**config.mk**
```make
export PLATFORM = sky130hd
export DESIGN_NAME = pll_reset_sequencer
export DESIGN_NICKNAME = d
export VERILOG_FILES = /design/src/rtl/pll_reset_sequencer.sv
export SDC_FILE = /design/constraint.sdc
export NUM_CORES = 1
export LEC_CHECK = 0
export ABC_AREA = 1
export BUFFER_PORTS_ARGS = -buffer_cell sky130_fd_sc_hd__clkbuf_2
export CORE_ASPECT_RATIO = 1.75
export CORE_UTILIZATION = 40
export CTS_CLUSTER_DIAMETER = 120
export CTS_CLUSTER_SIZE = 14
export DETAILED_ROUTE_END_ITERATION = 10
export SETUP_SLACK_MARGIN = 0.5
export SLEW_MARGIN = 40
export SYNTH_ARGS = -nofsm -noshare
export SYNTH_HDL_FRONTEND = slang
export SYNTH_SLANG_ARGS = --single-unit
export TNS_END_PERCENT = 50
```
**constraint.sdc**
```tcl
create_clock -name clk -period 3.4 [get_ports clk]
set_input_delay 0.51 -clock clk [delete_from_list [all_inputs] [get_ports clk]]
set_output_delay 0.51 -clock clk [all_outputs]
set_load 0.1 [all_outputs]
```
**src/rtl/pll_reset_sequencer.sv**
```systemverilog
// pll_reset_sequencer
// Qualifies the PLL lock flag and produces the core-domain reset. Lock must be
// seen continuously for LOCK_STABLE_CYCLES. After that the reset is held for a
// further RESET_HOLD_CYCLES. A loss of lock or a soft reset request pulls the
// core back into reset. Lock losses that happen while running are counted,
// saturating, so they can be inspected during debug.
module pll_reset_sequencer #(
  parameter int SYNC_STAGES        = 2,
  parameter int LOCK_STABLE_CYCLES = 1024,
  parameter int RESET_HOLD_CYCLES  = 16,
  parameter int CNT_WIDTH          = 16,
  parameter int LOSS_WIDTH         = 8
) (
  input  logic                  clk,
  input  logic                  resetN,
  input  logic                  pllLocked,
  input  logic                  softReset,
  output logic                  coreReset,
  output logic                  coreResetN,
  output logic                  lockStable,
  output logic [LOSS_WIDTH-1:0] lossCount
);

  localparam logic [1:0] ST_WAIT_LOCK = 2'd0;
  localparam logic [1:0] ST_STABLE    = 2'd1;
  localparam logic [1:0] ST_HOLD      = 2'd2;
  localparam logic [1:0] ST_RUN       = 2'd3;

  localparam logic [CNT_WIDTH-1:0] STABLE_LAST = CNT_WIDTH'(LOCK_STABLE_CYCLES - 1);
  localparam logic [CNT_WIDTH-1:0] HOLD_LAST   = CNT_WIDTH'(RESET_HOLD_CYCLES - 1);

  logic [SYNC_STAGES-1:0] sync_q;
  logic                   lock_sync;
  logic [1:0]             state_q, state_d;
  logic [CNT_WIDTH-1:0]   cnt_q, cnt_d;
  logic [LOSS_WIDTH-1:0]  loss_q, loss_d;
  logic                   core_rst_q;

  // pllLocked is asynchronous to clk, so it passes through a plain shift-register synchroniser
  always_ff @(posedge clk or negedge resetN) begin
    if (!resetN) sync_q <= '0;
    else         sync_q <= {sync_q[SYNC_STAGES-2:0], pllLocked};
  end

  assign lock_sync = sync_q[SYNC_STAGES-1];

  // Next-state logic: in every state a lock loss takes priority over a soft reset
  always_comb begin
    state_d = state_q;
    cnt_d   = cnt_q;
    loss_d  = loss_q;
    unique case (state_q)
      ST_WAIT_LOCK: begin
        cnt_d = '0;
        if (lock_sync) state_d = ST_STABLE;
      end
      ST_STABLE: begin
        if (!lock_sync) begin
          state_d = ST_WAIT_LOCK;
          cnt_d   = '0;
        end else if (cnt_q == STABLE_LAST) begin
          state_d = ST_HOLD;
          cnt_d   = '0;
        end else begin
          cnt_d = cnt_q + CNT_WIDTH'(1);
        end
      end
      ST_HOLD: begin
        if (!lock_sync) begin
          state_d = ST_WAIT_LOCK;
          cnt_d   = '0;
        end else if (softReset) begin
          // A held request keeps restarting the hold window
          cnt_d = '0;
        end else if (cnt_q == HOLD_LAST) begin
          state_d = ST_RUN;
          cnt_d   = '0;
        end else begin
          cnt_d = cnt_q + CNT_WIDTH'(1);
        end
      end
      ST_RUN: begin
        if (!lock_sync) begin
          // Only losses seen while running are counted, not those during qualification
          state_d = ST_WAIT_LOCK;
          cnt_d   = '0;
          if (loss_q != '1) loss_d = loss_q + LOSS_WIDTH'(1);
        end else if (softReset) begin
          state_d = ST_HOLD;
          cnt_d   = '0;
        end
      end
      default: begin
        state_d = ST_WAIT_LOCK;
        cnt_d   = '0;
      end
    endcase
  end

  // State, counters and the reset flop. The reset flop is loaded from the next state,
  // so it moves on the same edge as the state register and stays glitch-free.
  always_ff @(posedge clk or negedge resetN) begin
    if (!resetN) begin
      state_q    <= ST_WAIT_LOCK;
      cnt_q      <= '0;
      loss_q     <= '0;
      core_rst_q <= 1'b1;
    end else begin
      state_q    <= state_d;
      cnt_q      <= cnt_d;
      loss_q     <= loss_d;
      core_rst_q <= (state_d != ST_RUN);
    end
  end

  assign coreReset  = core_rst_q;
  assign coreResetN = ~core_rst_q;
  assign lockStable = lock_sync;
  assign lossCount  = loss_q;

endmodule

```
==> results.yml <==
drt:
  ant_nets: 0
  vias: 1440
  wl_mm: 3.68
  drt_iter0_markers: 28
  firstDrtPassIters: 4
  wl_per_cell_um: 12.6
  vias_per_cell: 4.93
  drc: 0
sta:
  grt_setup_unrepaired: "false"
  fmax_mhz: 568
  fin_crit_ns: 1.76
  relSlewSlack_pct: 56.7
  setup_ws_ns: 1.64
  drv_slew: 0
  worstMarginPinSlew_ns: 0.650
  fin_tns_setup_ns: 0
  setup_viol: 0
  hold_viol_final: 0
  fin_crit_sh_pct: 51.8
  skew_ns: 0.0121
clocking:
  cts_made_buffers: 5
  cts_tree: "done"
  ctsHoldBuffers: 0
  clockBufferDepth: 2
  cts_root_buf: "clkbuf_8"
  post_cts_resized: 0
  h-tree-depth: 2
  clkLatencyLatePin_ns: 0.29
  cts_setup_buffers: 0
  cts_sinks: 29
  cts.clk_slew.worst_paths_ns: 0.07
power:
  power_leakage_nw: 0.956
  peakVddDrop_mv: 0.260
  p_per_area_nw_per_um2: 396
  finalPower_mw: 0.752
job:
  drv_cap: 0
logic_synthesis:
  synth_cells: 222
  synth_cell_types: 26
  synth_fp_nets: 232
  synth_area_per_cell_um2: 7.59
  netlist_area_um2: 1680
  seq_area_frac_synth_pct: 43.2
  synth-seq-cells: 29
  ys_warn_count: 0
grt:
  grt_max_degree: 30
  grt_pass1_vias: 1423
  grt.overflow.total: 0
  antenna_found_initial: 0
  grt_pass1_wl_mm: 6.48
  track_usage_pct: 20.1
setup_path:
  r2r_cells: 5
  required_ns: 2.89
  path_max_fanout: 2
  critical-path-slowest-cell: "dfstp_2"
  worstPathCellList: "clkbuf_2"
  max_stage_delay_ns: 0.52
  r2r_end: "cnt_q[7]"
  r2r-start: "state_q[1]"
  r2r_slack_ns: 1.66
  endpoint_kind: "output port"
  start_kind: "register"
  crit_buf_inv: 1
  cp_data_arrival_time_ns: 1.25
  path_depth: 1
  critical_path.top_delay_family: "flip-flops"
  crit_start: "coreReset"
  worstSetupPathType: "register to output port"
final_layout:
  layout_commonest_cell: "nand2_1"
  n_antenna_cell: 0
  layout_common_cells: "nand2_1 (64), nor2_1 (40), dfrtp_1 (28)"
  final_core_util_pct: 48.1
  finalNonFillerCells: 292
  drive_gt1_share_pct: 13.9
  area.sequential_um2: 727
  area_growth_pct: 12.6
  final_net_count: 253
  fillers: 413
  multi_input_area_um2: 856
floorplan:
  start_util_pct: 42.7
  pin_count: 15
  die_h_um: 87.8
  die_area_um2: 4480
  die_w_um: 51.1
  core-area_um2: 3940
  rows: 30
placed_design:
  gp_congestion: 0.898
  dp_hpwl_mm: 2.89
  portBuffers: 14
  place_inst: 284
  post-place-ws_ns: 1.65
run_status:
  status: "complete, no violations"
min_path:
  hp-class: "primary input to async pin"
==> synthesized netlist by cell type, drive strengths merged <==
cell type / count / area (µm²)
xor2: 8 / 70.1
a21oi: 3 / 26.3
dfstp: 1 / 26.3
nand3b: 1 / 7.51
o21ai: 4 / 23.8
mux2i: 1 / 10.0
nor3b: 1 / 7.51
dfrtp: 28 / 701
nor2: 41 / 156
clkinv: 1 / 3.75
nand3: 16 / 85.1
nand2: 68 / 270
ha: 6 / 75.1
o21bai: 2 / 15.0
nand4: 3 / 18.8
nor3: 2 / 10.0
o22ai: 3 / 18.8
xnor2: 7 / 61.3
inv: 26 / 97.6
==> flip-flops by register name, summed over array words and instances, names as in the netlist <==
| name | count |
|---|---|
| cnt_q | 16 |
| lossCount | 8 |
| state_q | 2 |
| sync_q | 2 |
| coreReset | 1 |
==> worst max path at each step <==
| stage | end | slack (ns) |
|---|---|---|
| 4_1_cts | coreReset | 1.63 |
| 2_1_floorplan | lossCount[4] | 1.31 |
| 5_1_grt | cnt_q[14] | 1.55 |
| 3_5_place_dp | cnt_q[13] | 1.65 |
| 3_3_place_gp | cnt_q[13] | 1.71 |
| 6_report | coreReset | 1.64 |
==> cell type report <==
cell class | instances | area share [%]
multi-input combinational | 166 | 45.1
sequential | 29 | 38.3
inverter | 27 | 5.34
clock buffer | 6 | 3.83
clock inverter | 2 | 0.528
timing repair buffer | 14 | 3.69
tap | 48 | 3.17
==> report_power, final <==
group          switching [mW]  total [mW]  internal (mW)
Clock                   0.131       0.272          0.141
Sequential             0.0101       0.366          0.356
Combinational          0.0791       0.114         0.0345
==> layer usage <==
| layer | global-route usage (%) | up-vias | wire [µm] |
|---|---|---|---|
| met5 | 0 | - | 0 |
| met4 | 13.9 | 0 | 172 |
| met3 | 3.82 | 15 | 110 |
| met2 | 36.5 | 35 | 2040 |
| met1 | 19.9 | 658 | 1360 |
| li1 | - | 732 | - |
==> metrics by stage <==
stage,instance area (µm²),hold slack (ns)
4_1_cts,1900,0.293
6_report,1900,0.243
3_5_place_dp,1810,0.344
5_1_grt,1900,0.309
3_3_place_gp,1810,0.339
2_1_floorplan,1680,0.214
==> cell families after synthesis <==
logic type               after synthesis  share of synthesized area (%)
AO/OA/AOI/OAI                         12                           4.98
XOR/XNOR                              15                           7.80
adder cells (fa/ha/maj)                6                           4.46
buffers and inverters                 27                           6.02
flip-flops                            29                           43.2
multiplexers                           1                          0.594
AND/OR/NAND/NOR                      132                           33.0
Note: power is estimated with default switching activity, not from simulation.
